--- config.mk ---
export PLATFORM = sky130hd
export DESIGN_NAME = seg7_scan_display
export DESIGN_NICKNAME = d
export VERILOG_FILES = /design/src/rtl/seg7_scan_display.sv
export SDC_FILE = /design/constraint.sdc
export NUM_CORES = 1
export LEC_CHECK = 0
export ABC_CLOCK_PERIOD_IN_PS = 2800
export CAP_MARGIN = 20
export CELL_PAD_IN_SITES_DETAIL_PLACEMENT = 0
export CELL_PAD_IN_SITES_GLOBAL_PLACEMENT = 1
export CORE_MARGIN = 2
export CORE_UTILIZATION = 42
export DETAILED_ROUTE_END_ITERATION = 8
export PLACE_DENSITY = 0.79
export SLEW_MARGIN = 15
export SYNTH_ARGS = -nofsm -noshare
export SYNTH_HDL_FRONTEND = slang
export SYNTH_SLANG_ARGS = --single-unit
--- constraint.sdc ---
create_clock -name clock -period 2.8 [get_ports clock]
set_input_delay 0.7 -clock clock [delete_from_list [all_inputs] [get_ports clock]]
set_output_delay 0.7 -clock clock [all_outputs]
set_load 0.03 [all_outputs]
--- src/rtl/seg7_scan_display.sv ---
// rtl/seg7_scan_display.sv - time-multiplexed hex display with freeze/snapshot
// Optional: define SEG7_LEADZERO_BLANK_EN to blank leading zero digits.
module seg7_scan_display #(
  parameter int DIGITS   = 8,
  parameter int SCAN_DIV = 1000
) (
  input  logic                clock,
  input  logic                reset,
  input  logic                enable,
  input  logic [4*DIGITS-1:0] data_in,
  input  logic                hold,
  input  logic                capture,
  output logic [7:0]          seg_out,
  output logic [DIGITS-1:0]   digit_sel,
  output logic                held
);
  localparam int PW = (SCAN_DIV > 1) ? $clog2(SCAN_DIV) : 1;
  localparam int IW = (DIGITS > 1) ? $clog2(DIGITS) : 1;
  localparam logic [PW-1:0] PRE_LAST = PW'(SCAN_DIV - 1);
  localparam logic [IW-1:0] IDX_LAST = IW'(DIGITS - 1);

  function automatic logic [6:0] hex_decode(input logic [3:0] nib);
    case (nib)
      4'h0:    hex_decode = 7'b1111110;
      4'h1:    hex_decode = 7'b0110000;
      4'h2:    hex_decode = 7'b1101101;
      4'h3:    hex_decode = 7'b1111001;
      4'h4:    hex_decode = 7'b0110011;
      4'h5:    hex_decode = 7'b1011011;
      4'h6:    hex_decode = 7'b1011111;
      4'h7:    hex_decode = 7'b1110000;
      4'h8:    hex_decode = 7'b1111111;
      4'h9:    hex_decode = 7'b1111011;
      4'hA:    hex_decode = 7'b1110111;
      4'hB:    hex_decode = 7'b0011111;
      4'hC:    hex_decode = 7'b0001101;
      4'hD:    hex_decode = 7'b0111101;
      4'hE:    hex_decode = 7'b1001111;
      default: hex_decode = 7'b1000111;
    endcase
  endfunction

  logic [4*DIGITS-1:0] snap_q, snap_d;
  logic                cap_dly_q, cap_dly_d;
  logic [PW-1:0]       pre_q, pre_d;
  logic [IW-1:0]       idx_q, idx_d;
  logic [7:0]          seg_q, seg_d;
  logic [DIGITS-1:0]   sel_q, sel_d;
  logic                held_q, held_d;
  logic [3:0]          cur_nib;
  logic                blank;

  assign cur_nib = snap_q[4*idx_q +: 4];

`ifdef SEG7_LEADZERO_BLANK_EN
  // zero_from[k]: every nibble from the top digit down to k is zero
  logic [DIGITS-1:0] zero_from;
  always_comb begin
    zero_from[DIGITS-1] = (snap_q[4*DIGITS-1 -: 4] == 4'h0);
    for (int k = DIGITS - 2; k >= 0; k--) begin
      zero_from[k] = zero_from[k+1] & (snap_q[4*k +: 4] == 4'h0);
    end
  end
  assign blank = (idx_q != '0) && zero_from[idx_q];
`else
  assign blank = 1'b0;
`endif

  always_comb begin
    cap_dly_d = capture;
    held_d    = hold;
    snap_d    = snap_q;
    if (!hold || (capture && !cap_dly_q)) begin
      snap_d = data_in;
    end
    pre_d = pre_q;
    idx_d = idx_q;
    seg_d = '0;
    sel_d = '0;
    if (enable) begin
      if (pre_q == PRE_LAST) begin
        pre_d = '0;
        idx_d = (idx_q == IDX_LAST) ? '0 : idx_q + 1'b1;
      end else begin
        pre_d = pre_q + 1'b1;
      end
      sel_d[idx_q] = 1'b1;
      seg_d = {(blank ? 7'b0 : hex_decode(cur_nib)), (held_q && (idx_q == '0))};
    end
  end

  always_ff @(posedge clock or negedge reset) begin
    if (!reset) begin
      snap_q    <= '0;
      cap_dly_q <= 1'b0;
      pre_q     <= '0;
      idx_q     <= '0;
      seg_q     <= '0;
      sel_q     <= '0;
      held_q    <= 1'b0;
    end else begin
      snap_q    <= snap_d;
      cap_dly_q <= cap_dly_d;
      pre_q     <= pre_d;
      idx_q     <= idx_d;
      seg_q     <= seg_d;
      sel_q     <= sel_d;
      held_q    <= held_d;
    end
  end

  assign seg_out   = seg_q;
  assign digit_sel = sel_q;
  assign held      = held_q;

endmodule

Word-level counts from Yosys, hierarchy flattened
Memories as Yosys holds them, arrays and structs flattened.
Index checks and enable logic that the tools add are counted.
Storage, ports and cells
  bits in writable memories: 0
  memory bits (read-only): 112
  word-level logic and storage cells: 29
  memories: 1
  bits in latches: 0
  register bits: 63
  input bits: 37
Memory list
  (name not given): words 16, width 7, read ports 1, clocked after Yosys merged registers in 0, write ports 0, RTL line 23  | case (nib)
Operators by class
  add/subtract/negate cells: 2
  magnitude comparators: 2
  div/mod/pow operators: 0
  multiplexer cells: 6
  bitwise logic cells: 0
  shift operators: 1
  eq/ne operators: 2
  reductions and logical operators: 8
  multiply operators: 0
Operators by type and width (number)
  $shiftx 32x6->4: 1
  $mux 8: 2
  $add 10x1->10 const B: 1
  $eq 10x10->1 const B: 1
  $mux 10: 1
  $lt 3x4->1 const B: 1
  $add 3x1->3 const B: 1
  $demux 1 s3: 1
  $eq 3x3->1 const B: 1
  $ge 3x1->1 const B: 1
  $logic_and 1x1->1: 3
  $logic_not 3->1: 1
  $mux 3: 1
  $logic_not 1->1: 2
  $reduce_and 2->1: 1
  $logic_or 1x1->1: 1
  $mux 1: 1

Longest topological paths before layout
  word-level depth: 5
  depth in mapped cells: 10

Worst setup path before layout
Ideal clock, no wire load.
  path kind: reg-to-reg
  from: register idx_q[2]
  to: register seg_q[4], in the netlist seg_out[4]
  clock period less this slack: 2.089 ns
  path buffers: 1
  library setup time: 0.065 ns
  data arrival time: 2.024 ns
  stages on the path, launching flop included: 10
  setup slack: 0.711 ns
  cells stage by stage: dfrtp_1 > buf_2 > nor2b_1 > a221oi_1 > o21a_1 > inv_1 > ha_1 > mux2_4 > nand2_1 > o211a_1
Between the ends
  longest elaborated chain between the ends: 3
Ends and longest elaborated chain
  start: declaration: RTL line 46  | logic [IW-1:0] idx_q, idx_d;
  start signal: assignment: RTL line 105  | idx_q <= idx_d;
  $shiftx 32x6->4: RTL line 53  | assign cur_nib = snap_q[4*idx_q +: 4];
  $mem_v2 16x7
  $mux 8: RTL line 80  | if (enable) begin
  via seg_d[4]: RTL line 47  | logic [7:0] seg_q, seg_d;
  end signal: assignment: RTL line 106  | seg_q <= seg_d;
  end: declaration: RTL line 47
The timed path passes the listed nets, and every way through them passes these cells.
A chain may end at the register's enable or synchronous reset.

Final worst setup path
  from: register idx_q[0]
  to: register seg_q[4], in the netlist seg_out[4]
The elaborated chain is that of the path after synthesis.

==> impl_metrics.csv <==
group,metric,value,unit
sta,fmax,419,MHz
setup_path,cp_data_required_time,3.02,ns
final_layout,area_growth,29.8,%
global_route,grt_pass1_vias,1986,
sta,setup_slack,0.412,ns
logic_synthesis,yosysWarnings,0,
clock_network,cts.repair.resized,0,
run,max_cap_viol_count,0,
final_layout,finalNetCount,342,
floorplan,std_cell_rows,30,
placement,placed_area,3590,um^2
min_path,hold_class,"input pin to async pin",
clock_network,cts_buffers,9,
sta,finClkSkew,0.0120,ns
sta,max-slew-margin-rel,0.524,
sta,slew_viol_final,0,
sta,fin_setup_tns,0,ns
sta,fin_crit_sh,0.853,
clock_network,cts_root_buf,"clkbuf_8",
detailed_routing,ant_nets,0,
setup_path,start_kind,"flip-flop",
global_route,grtUsageTotal,0.165,
detailed_routing,drt-initial-drc-count,92,
floorplan,die_area,7670,um^2
pwr,leakagePower,1.73,nW
clock_network,cts_setup_buffers,0,
pwr,p_total,0.00227,W
final_layout,n_antenna_cell,0,
logic_synthesis,ys_ff_latch,63,
floorplan,die_w,87.6,um
placement,portBuffers,53,
final_layout,layout-drive-gt1-share,0.221,
pwr,cellPowerDensity,597,nW/um^2
clock_network,clkLatencyLatePin,0.34,ns
sta,whs,0.407,ns
outcome,status,"finished clean",
detailed_routing,routedWlPerCell,14.3,um
final_layout,finalInstanceArea,3810,um^2
floorplan,start_util,0.432,
sta,worstMarginPinSlew,0.714,ns
floorplan,io_pins,54,
sta,hold_violations,0,
clock_network,htree_levels,3,
logic_synthesis,synth_nets,281,
global_route,grt_overflow_total,0,
detailed_routing,wirelength,5660,um
sta,rsz0062_at_grt,"no",
logic_synthesis,synth_ff_type,"dfrtp_1",
detailed_routing,dr.pass1.iters,4,
logic_synthesis,postSynthAreaPerCell,12.5,um^2
logic_synthesis,async_reset_ff_frac,1.00,
pwr,vdd_drop_max,287,uV
setup_path,setup.worst_path.class,"flip-flop to flip-flop",
sta,period_minus_slack,2.39,ns
floorplan,die_y,87.6,um
clock_network,ctsHoldBuffers,0,
floorplan,core-area,6790,um^2
placement,hpwl,4020,um
logic_synthesis,yosysSeqAreaShare,0.537,
setup_path,cp.arrival,2.61,ns
sta,setup_violations,0,
detailed_routing,drc,0,
global_route,grt_first_pass_wirelength,9560,um
placement,gp_congestion,0.907,
logic_synthesis,synth-edff-count,0,
logic_synthesis,synth.distinct_cells,42,
final_layout,fillCellCount,574,
setup_path,endpoint_kind,"flip-flop",
clock_network,cts_tree,"yes",
global_route,antenna_found_initial,0,
clock_network,clkSinkCount,63,
logic_synthesis,synthesis.area,2930,um^2
logic_synthesis,synthCells,234,
detailed_routing,detail_route.vias_per_cell,4.92,
clock_network,path_clk_slew,0.07,ns
setup_path,path_max_fanout,13,
global_route,grt_start_max_net_pins,35,
placement,place_ws,0.442,ns
detailed_routing,vias,1942,
clock_network,cts.path.max_buffers,2,
cell families after synthesis:
group,synth area share
muxes,0.202
buffers and inverters,0.0324
AOI/OAI and AO/OA,0.0785
adders and majority gates,0.0426
and+or+nand+nor,0.0891
DFF,0.537
xor gates and xnor gates,0.0179
layout make-up:
class                   instances  area [um^2]  area share
well taps                      96          120      0.0315
flip-flops and latches         63         1580       0.414
multi-input cells             152         1270       0.333
inverters                       8         30.0     0.00789
clock buffers                  13          179      0.0470
repair buffers                 61          598       0.157
clock inverters                 2         37.5     0.00986
synth_stat cells, drive strengths merged, types with 2 or more instances:
master / instances / area, um^2
inv: 8 / 30.0
nor2: 16 / 60.1
a31oi: 2 / 12.5
a21oi: 3 / 15.0
o21a: 2 / 15.0
a221oi: 3 / 43.8
o21ai: 6 / 30.0
ha: 10 / 125
xnor2: 6 / 52.6
dfrtp: 63 / 1580
a21o: 3 / 22.5
o31ai: 2 / 15.0
mux2i: 15 / 150
o22ai: 2 / 12.5
clkbuf: 4 / 15.0
nand3b: 2 / 15.0
nand2b: 3 / 18.8
nor3: 5 / 30.0
buf: 7 / 50.1
mux2: 37 / 420
nand4: 4 / 25.0
nor2b: 2 / 12.5
nand2: 16 / 60.1
per-stage QoR:
| step | utilization | cells |
|---|---|---|
| after floorplan | - | 234 |
| after global placement | 0.529 | 380 |
| after detailed placement | 0.529 | 380 |
| after CTS | 0.560 | 395 |
| after global routing | 0.560 | 395 |
| final | 0.560 | 395 |
state kept, by name, indices dropped and copies added, names as in the netlist:
register and cells:
pre_q 10, held 1, digit_sel 8, cap_dly_q 1
idx_q 3, snap_q 32, seg_out 8
critical path: stages (launching register included):
cell	delay [ns]
dfrtp_1	0.71
mux2i_1	0.16
a211oi_1	0.30
a311o_1	0.30
inv_1	0.15
ha_1	0.31
inv_1	0.07
mux2i_1	0.07
o211a_1	0.21
report_power, final:
part	internal (W)	switching, W	total (W)	leakage (nW)
combinational	0.000195	0.000161	0.000357	0.853
clock	0.000504	0.000343	0.000846	0.108
sequential	0.00100	0.0000661	0.00107	0.769
total	0.00170	0.000570	0.00227	1.73
metal layers:
layer / share of wire / wire, um / GRT usage
met4: 0.019 / 108 / 0.0713
met3: 0.045 / 255 / 0.0471
met1: 0.45 / 2570 / 0.211
met5: 0 / 0 / 0
met2: 0.48 / 2730 / 0.263
cell usage in the layout, fill, tap and decap left out, types with 2 or more instances in the layout:
cell type / Yosys / final
ha_1: 10 / 10
nor2b_1: 2 / 2
nand2b_1: 3 / 3
dfrtp_1: 63 / 63
o22ai_1: 2 / 2
a221oi_1: 2 / 2
nor3_1: 4 / 4
a21oi_1: 3 / 3
mux2_2: 36 / 36
nand3b_1: 2 / 2
o21a_1: 2 / 2
clkdlybuf4s50_1: 0 / 52
o21ai_0: 5 / 5
nor2_1: 16 / 16
a31oi_1: 2 / 2
inv_1: 8 / 8
mux2i_1: 15 / 15
xnor2_1: 6 / 6
nand2_1: 16 / 16
a21o_1: 3 / 3
nand4_1: 4 / 4
clkbuf_8: 0 / 13
buf_4: 1 / 7
o31ai_1: 2 / 2
final timing paths:
check	startpoint	end	slack, ns	cells after the start
max in group asynchronous	reset	snap_q[7]$_DFFE_PN0P_	1.77	2
worst max-delay path	idx_q[0]$_DFFE_PN0P_	seg_out[4]$_DFF_PN0_	0.41	8
worst max register to register	idx_q[0]$_DFFE_PN0P_	seg_out[4]$_DFF_PN0_	0.41	8
worst min register to register	pre_q[4]$_DFFE_PN0P_	pre_q[4]$_DFFE_PN0P_	0.49	1
min in group clock	pre_q[4]$_DFFE_PN0P_	pre_q[4]$_DFFE_PN0P_	0.49	1
worst min-delay path	reset	pre_q[3]$_DFFE_PN0P_	0.41	1
No activity file was read; power rests on OpenSTA's default activity.
